===== src/rtl/spi_master_ctrl.sv =====
// Frame-level SPI master: 11-bit MOSI frames, optional 8-bit MISO read-back.
// Optional read-sequence checker enabled with `define SPI_MASTER_SEQCHK_EN.
module spi_master_ctrl #(
  parameter int TURN_CYCLES = 1,
  parameter int GAP_CYCLES  = 1
) (
  input  logic       clk,
  input  logic       rst,
  input  logic       cmd_valid,
  output logic       cmd_ready,
  input  logic [1:0] cmd_type,
  input  logic [7:0] cmd_payload,
  output logic       SS_n,
  output logic       MOSI,
  input  logic       MISO,
  output logic [7:0] rd_data,
`ifdef SPI_MASTER_SEQCHK_EN
  output logic       seq_err,
`endif
  output logic       rd_valid,
  output logic       busy
);

  localparam logic [2:0] S_IDLE  = 3'd0;
  localparam logic [2:0] S_SHIFT = 3'd1;
  localparam logic [2:0] S_TURN  = 3'd2;
  localparam logic [2:0] S_RECV  = 3'd3;
  localparam logic [2:0] S_GAP   = 3'd4;

  logic [2:0]  state_q, state_d;
  logic [3:0]  cnt_q, cnt_d;
  logic [10:0] frame_q, frame_d;
  logic        is_rd_q, is_rd_d;
  logic [7:0]  cap_q, cap_d;
  logic [7:0]  rdat_q, rdat_d;
  logic        rvld_q, rvld_d;
  logic        ss_q, ss_d;
  logic        mosi_q, mosi_d;
  logic        rdy_q, rdy_d;
  logic        busy_q, busy_d;
  logic        accept;

  assign accept = cmd_valid && rdy_q;

  always_comb begin
    state_d = state_q;
    cnt_d   = cnt_q;
    frame_d = frame_q;
    is_rd_d = is_rd_q;
    cap_d   = cap_q;
    rdat_d  = rdat_q;
    rvld_d  = 1'b0;
    unique case (state_q)
      S_IDLE: begin
        if (accept) begin
          frame_d = {cmd_type[1], cmd_type, cmd_payload};
          is_rd_d = (cmd_type == 2'b11);
          state_d = S_SHIFT;
          cnt_d   = 4'd10;
        end
      end
      S_SHIFT: begin
        if (cnt_q == 4'd0) begin
          if (is_rd_q) begin
            state_d = S_TURN;
            cnt_d   = 4'(TURN_CYCLES - 1);
          end else begin
            state_d = S_GAP;
            cnt_d   = 4'(GAP_CYCLES - 1);
          end
        end else begin
          cnt_d = cnt_q - 4'd1;
        end
      end
      S_TURN: begin
        if (cnt_q == 4'd0) begin
          state_d = S_RECV;
          cnt_d   = 4'd7;
        end else begin
          cnt_d = cnt_q - 4'd1;
        end
      end
      S_RECV: begin
        cap_d = {cap_q[6:0], MISO};
        if (cnt_q == 4'd0) begin
          rdat_d  = {cap_q[6:0], MISO};
          rvld_d  = 1'b1;
          state_d = S_GAP;
          cnt_d   = 4'(GAP_CYCLES - 1);
        end else begin
          cnt_d = cnt_q - 4'd1;
        end
      end
      S_GAP: begin
        if (cnt_q == 4'd0) begin
          state_d = S_IDLE;
          cnt_d   = 4'd0;
        end else begin
          cnt_d = cnt_q - 4'd1;
        end
      end
      default: begin
        state_d = S_IDLE;
        cnt_d   = 4'd0;
      end
    endcase
    // Output flops are loaded from next state so they track state_q.
    ss_d   = !((state_d == S_SHIFT) || (state_d == S_TURN) ||
               (state_d == S_RECV));
    mosi_d = (state_d == S_SHIFT) && frame_d[cnt_d];
    rdy_d  = (state_d == S_IDLE);
    busy_d = (state_d != S_IDLE);
  end

  always_ff @(posedge clk or posedge rst) begin
    if (rst) begin
      state_q <= S_IDLE;
      cnt_q   <= 4'd0;
      frame_q <= 11'd0;
      is_rd_q <= 1'b0;
      cap_q   <= 8'd0;
      rdat_q  <= 8'd0;
      rvld_q  <= 1'b0;
      ss_q    <= 1'b1;
      mosi_q  <= 1'b0;
      rdy_q   <= 1'b0;
      busy_q  <= 1'b0;
    end else begin
      state_q <= state_d;
      cnt_q   <= cnt_d;
      frame_q <= frame_d;
      is_rd_q <= is_rd_d;
      cap_q   <= cap_d;
      rdat_q  <= rdat_d;
      rvld_q  <= rvld_d;
      ss_q    <= ss_d;
      mosi_q  <= mosi_d;
      rdy_q   <= rdy_d;
      busy_q  <= busy_d;
    end
  end

  assign cmd_ready = rdy_q;
  assign SS_n      = ss_q;
  assign MOSI      = mosi_q;
  assign rd_data   = rdat_q;
  assign rd_valid  = rvld_q;
  assign busy      = busy_q;

`ifdef SPI_MASTER_SEQCHK_EN
  logic armed_q, armed_d;
  logic serr_q, serr_d;

  always_comb begin
    armed_d = armed_q;
    serr_d  = 1'b0;
    if (accept && (cmd_type == 2'b10)) begin
      armed_d = 1'b1;
    end
    if (accept && (cmd_type == 2'b11)) begin
      armed_d = 1'b0;
      serr_d  = !armed_q;
    end
  end

  always_ff @(posedge clk or posedge rst) begin
    if (rst) begin
      armed_q <= 1'b0;
      serr_q  <= 1'b0;
    end else begin
      armed_q <= armed_d;
      serr_q  <= serr_d;
    end
  end

  assign seq_err = serr_q;
`endif

endmodule


===== config.mk =====
export PLATFORM = sky130hd
export DESIGN_NAME = spi_master_ctrl
export DESIGN_NICKNAME = d
export VERILOG_FILES = /design/src/rtl/spi_master_ctrl.sv
export SDC_FILE = /design/constraint.sdc
export NUM_CORES = 1
export LEC_CHECK = 0
export CORE_ASPECT_RATIO = 1.25
export CORE_MARGIN = 2
export CORE_UTILIZATION = 55
export CTS_CLUSTER_SIZE = 14
export DETAILED_ROUTE_END_ITERATION = 16
export HOLD_SLACK_MARGIN = 0.15
export PLACE_DENSITY = 0.86
export SLEW_MARGIN = 20
export SYNTH_ARGS = -nofsm -noshare
export SYNTH_HDL_FRONTEND = slang
export SYNTH_SLANG_ARGS = --single-unit
export TNS_END_PERCENT = 30

===== constraint.sdc =====
create_clock -name clk -period 4.5 [get_ports clk]
set_input_delay 0.9 -clock clk [delete_from_list [all_inputs] [get_ports clk]]
set_output_delay 0.9 -clock clk [all_outputs]
set_load 0.02 [all_outputs]

==> metrics, run 1 <==
number of synthesized flops with an enable pin=0; antenna violations before repair=0; # Max-Cap Violations=0; number of remaining DRC errors=0; Async SR Flop Fraction=100%; Slew HR=58.6%; top cells by area, synth=dfrtp_1 54%, mux2_2 11%, nand2_1 7.9%; drt wl/cell=14.9 µm; chip height=67.4 µm; Root Driver=clkbuf_8; Avg Cell Area, Syn=11.1 µm²; worst endpoint required time=4670 ps; DR pass1 iterations=4; max-slew violation count=0; Max Fclk=332 MHz; cts bufs inserted=5; Die X=54.7 µm; CP max FO=12; Nets=202; PD cells=706 nW/µm²; dpl hpwl=2500 µm; initial drt markers=24; WP data arrival=3180 ps; min Tclk post-route=3010 ps; grt total ovfl=0; Clk pwr share=19.3%; die area=3690 µm²; Worst Skew=10.2 ps; Final Setup Violations=0; vias in the first global route=1258; H-tree depth=2; diode count=0; CTS tree=yes; largest net degree at the start of global routing=40; Static Leakage=0.000987 µW; Final Wtd Congestion=0.869; crit share post-route=66.9%; area leader, netlist=dfrtp_1; Global Route Usage Sum=21.8%; syn nets=173; type of the worst min-delay path=reg -> reg; CTS sink count=39; WL final=3370 µm; final count of hold timing violations=0; setup tns final=0 ps; maximum vdd drop=0.000436 V; worst-margin pin slew=616 ps; Area growth, synth to finish=22.3%; Via Count=1258; WS Path Type=in -> reg; Worst Setup End Kind=register; hold bufs inserted after CTS=0; I/O pins=27; first-pass GRT wire length=5690 µm; Final WS setup=1490 ps; post-place setup slack=1160 ps; Logic pwr share=43.6%; FF+latch count, synth=39; Clock Path Buffers=2; post-cts resize count=0; area share of the leading cell type in the synthesized netlist=53.7%; Main synth FF type=dfrtp_1; cell count after synthesis=159; layout cells sized above 1=18.5%; synthesized area=1770 µm²; Reg power frac=37.1%; slowest cell on the critical path=clkdlybuf4s50_1; Clk Latency, worst-skew pair=290 ps; initial cell density of the core=56.4%; fillcell total=228; Reg clk slew, reported paths=70 ps; Sw Ratio=36.7%; Seq/Total Area, Yosys=55.2%; PortBufs=26; Yosys cell types=38; Setup Fix Bufs, Post-CTS=0; Rows=23; Int Power=967 µW; critical path's largest stage delay=450 ps; Startpoint Class=primary input; RSZ-0062 raised after global routing=false; CP cell instances=clkdlybuf4s50_1 -> nand2_1 -> nor3_4 -> mux2_2 -> or2_0 -> a41oi_2 -> nor4b_1 -> or3_1; yosys warns=0; Post-DRT Antenna Nets=0; Core ar.=3140 µm²; Via-to-Cell Ratio=5.57; NetSw=562 µW; status=complete, no violations; final core utilization=69.0%
## flip-flops by register name, summed over array words and instances (netlist names)
signal     cells
frame_q       11
rd_data        8
cap_q          7
cnt_q          4
state_q        3
MOSI           1
SS_n           1
busy           1
cmd_ready      1
is_rd_q        1
rd_valid       1
## logic make-up (layout without fill, tap and decap cells)
logic type | after synthesis | in the layout | share of synthesized area, %
AO/OA/AOI/OAI | 16 | 16 | 7.07
AND/OR/NAND/NOR | 69 | 69 | 19.9
multiplexers | 22 | 22 | 13.7
flip-flops | 39 | 39 | 55.2
adder cells (fa/ha/maj) | 1 | 1 | 0.566
buffers and inverters | 12 | 42 | 3.53
## path summary, 6_finish.rpt
kind | from | to | slack (ps) | cells after the start
worst min register to register | rd_data[1] | rd_data[1] | 480 | 2
min in group asynchronous | rst | state_q[1] | 1020 | 3
worst max-delay path | cmd_valid | MOSI | 1490 | 8
max in group asynchronous | rst | SS_n | 3140 | 3
worst min-delay path | rd_data[1] | rd_data[1] | 480 | 2
worst max register to register | state_q[1] | MOSI | 1790 | 7
## synth_stat cells, drive strengths merged, types with 2 or more instances
library cell	number
nor2	6
nand2	37
nor4b	3
nor4	2
o21ai	6
nor2b	3
dfrtp	38
buf	4
nor3	3
or2	2
mux2i	4
or3	2
mux2	18
a21oi	4
nand4	2
nand3	5
inv	6
## cell type report
cell class / count / area, µm² / area share [%]
repair buffers: 27 / 268 / 12.4
multi-input cells: 108 / 729 / 33.7
clock inverters: 2 / 35.0 / 1.62
clock buffers: 6 / 82.6 / 3.82
flip-flops and latches: 39 / 977 / 45.1
well taps: 37 / 46.3 / 2.14
inverters: 7 / 26.3 / 1.21
## layout by cell type (no fill, tap or decap), types with 2 or more instances in the layout
master / netlist / layout
mux2i_1: 4 / 4
nor2_1: 6 / 6
nor2b_1: 3 / 3
a21oi_1: 4 / 4
clkbuf_8: 0 / 6
clkdlybuf4s50_1: 0 / 26
nand2_1: 37 / 37
dfrtp_1: 38 / 38
o21ai_0: 5 / 5
nand3_1: 4 / 4
nor4b_1: 3 / 3
inv_1: 5 / 5
or3_1: 2 / 2
nor4_1: 2 / 2
nand4_1: 2 / 2
nor3_1: 2 / 2
mux2_2: 18 / 18
## critical path: cells and delay by family
kind | cells | cell delay (ps)
AOI/OAI and AO/OA | 1 | 170
buffers and inverters | 1 | 450
muxes | 1 | 410
and+or+nand+nor | 5 | 1250
## stage by stage
step | cell area, µm² | power (µW) | std cells | hold slack (ps)
2_1_floorplan | 1770 | 1080 | 159 | 431
3_3_place_gp | 2050 | 1190 | 218 | 450
3_5_place_dp | 2050 | 1240 | 218 | 461
4_1_cts | 2160 | 1540 | 226 | 479
5_1_grt | 2160 | 1630 | 226 | 501
6_report | 2160 | 1530 | 226 | 476
## power by group through the flow
stage,clock [µW],sequential [µW],combinational (µW)
floorplan,0,566,510
global placement,0,560,634
detailed placement,0,573,666
CTS,302,567,670
global route,318,582,733
finish,295,567,667
## routing by layer
layer,vias to the layer above,routed length (µm),GRT usage (%)
met5,-,0,0
met4,0,42,8.44
met3,6,151,5.53
met2,38,1870,36.2
met1,605,1310,26.6
li1,609,-,-
No activity file was read; power rests on OpenSTA's default activity.
==> run 2: changes to the inputs <==
- CORE_UTILIZATION: 55 -> 53
- PLACE_DENSITY: 0.86 -> 0.84
- clock period: 4.5 -> 2.9 ns (I/O delays scaled with it)
==> metrics, run 2 (same netlist as run 1, synthesis figures left out) <==
placed inst area=2060 µm²; Clock Path Buffers=2; Largest Register=frame_q; Die X=55.7 µm; I/O pins=27; Area growth, synth to finish=22.4%; RSZ-0062 raised after global routing=false; dpl hpwl=2600 µm; min Tclk post-route=2510 ps; Worst Setup End Kind=register; Via Count=1293; Max Fclk=398 MHz; setup tns final=0 ps; die area=3820 µm²; Setup Fix Bufs, Post-CTS=0; Root Driver=clkbuf_8; CP Depth=7; FF-to-FF path depth=7; number of remaining DRC errors=0; maximum vdd drop=0.000685 V; type of the worst min-delay path=reg -> reg; Worst Skew=7.21 ps; antenna violations before repair=0; Reg clk slew, reported paths=70 ps; WP data arrival=2750 ps; Slew HR=58.9%; DR pass1 iterations=4; hold bufs inserted after CTS=0; CTS sink count=39; worst-margin pin slew=608 ps; critical path's largest stage delay=630 ps; CP max FO=13; Reg-to-Reg Start=state_q[2]; critical path's top delay family=simple AND/OR/NAND/NOR gates; most frequent cells in the layout=38 x dfrtp_1, 37 x nand2_1, 26 x clkdlybuf4s50_1; post-place setup slack=171 ps; Via-to-Cell Ratio=5.67; first-pass GRT wire length=5840 µm; Static Leakage=0.000986 µW; vias in the first global route=1313; Global Route Usage Sum=20.4%; max-slew violation count=0; Nets=204; r2r setup slk=390 ps; CP cell instances=nor2b_1 -> o22a_2 -> o21ai_0 -> nand2_1 -> mux2_2 -> nor4b_1 -> or3_1; crit share post-route=86.6%; Startpoint Class=register; slowest cell on the critical path=dfrtp_1; Final Wtd Congestion=0.819; Final Setup Violations=0; Design Power=2340 µW; Rows=23; Final WS setup=390 ps; CP Capture Point=MOSI; reg2reg end=MOSI; post-route cell area=2170 µm²; Clk Latency, worst-skew pair=290 ps; post-cts resize count=0; # Max-Cap Violations=0; largest net degree at the start of global routing=40; status=complete, no violations; CTS tree=yes; WS Path Type=reg -> reg; WL final=3530 µm; drt wl/cell=15.5 µm; layout cells sized above 1=19.4%; PortBufs=26; Post-DRT Antenna Nets=0; H-tree depth=2; cts bufs inserted=5; final count of hold timing violations=0; initial drt markers=34; Largest register FFs=11; worst endpoint required time=3140 ps; CP bufs+invs=0; chip height=68.6 µm; commonest non-fill, non-tap cell in the layout=dfrtp_1; Core ar.=3190 µm²; initial cell density of the core=55.4%; Setup crit start=state_q[2]; grt total ovfl=0; diode count=0; Hold Slack=478 ps; PD cells=1080 nW/µm²
[run 2: through the flow]
| step | utilization [%] | cells |
|---|---|---|
| finish | 67.8 | 228 |
| global route | 67.8 | 228 |
| CTS | 67.8 | 228 |
| detailed placement | 64.6 | 220 |
| global placement | 64.6 | 220 |
| floorplan | - | 159 |
[run 2: final cells by class]
| cell class | count | area (µm²) |
|---|---|---|
| Fill cell | 247 | 1030 |
| Sequential cell | 39 | 977 |
| Multi-Input combinational cell | 108 | 729 |
| Timing Repair Buffer | 29 | 283 |
| Clock buffer | 7 | 96.3 |
| Tap cell | 37 | 46.3 |
| Inverter | 7 | 26.3 |
| Clock inverter | 1 | 7.51 |
[run 2: how the worst min path moves through the flow]
| stage | cells past startpoint | slack [ps] | endpoint | from |
|---|---|---|---|---|
| after floorplan | 2 | 430 | is_rd_q | is_rd_q |
| after global placement | 2 | 450 | rd_data[7] | cap_q[6] |
| after detailed placement | 2 | 460 | rd_data[5] | rd_data[5] |
| after CTS | 2 | 480 | rd_data[5] | rd_data[5] |
| after global routing | 2 | 520 | rd_data[7] | rd_data[7] |
| final | 2 | 480 | rd_data[5] | rd_data[5] |
[run 2: report_power, final]
part	internal [µW]	total [µW]	switching, µW
clock	216	399	183
combinational	493	1060	566
sequential	742	883	141
[run 2: worst reg2reg max path: stages, from the launching register on]
cell and delay [ps]:
dfrtp_1 630, nor2b_1 220, o22a_2 240, o21ai_0 410, nand2_1 190, mux2_2 320
nor4b_1 280, or3_1 160
[run 2: metal layers]
metal | track usage (%) | vias up | share of wire (%) | wire length [µm]
met3 | 5.22 | 12 | 4.4 | 156
met5 | 0 | - | 0 | 0
li1 | - | 613 | - | -
met1 | 21.8 | 624 | 39 | 1390
met4 | 11.9 | 0 | 2.9 | 102
met2 | 37.2 | 44 | 53 | 1890
==> run 3: changes to the inputs <==
- CTS_CLUSTER_SIZE: 14 -> 24
- SLEW_MARGIN: 20 -> unset
==> results of run 3 <==
Final layout, timing and power as in run 2 (identical DEF).
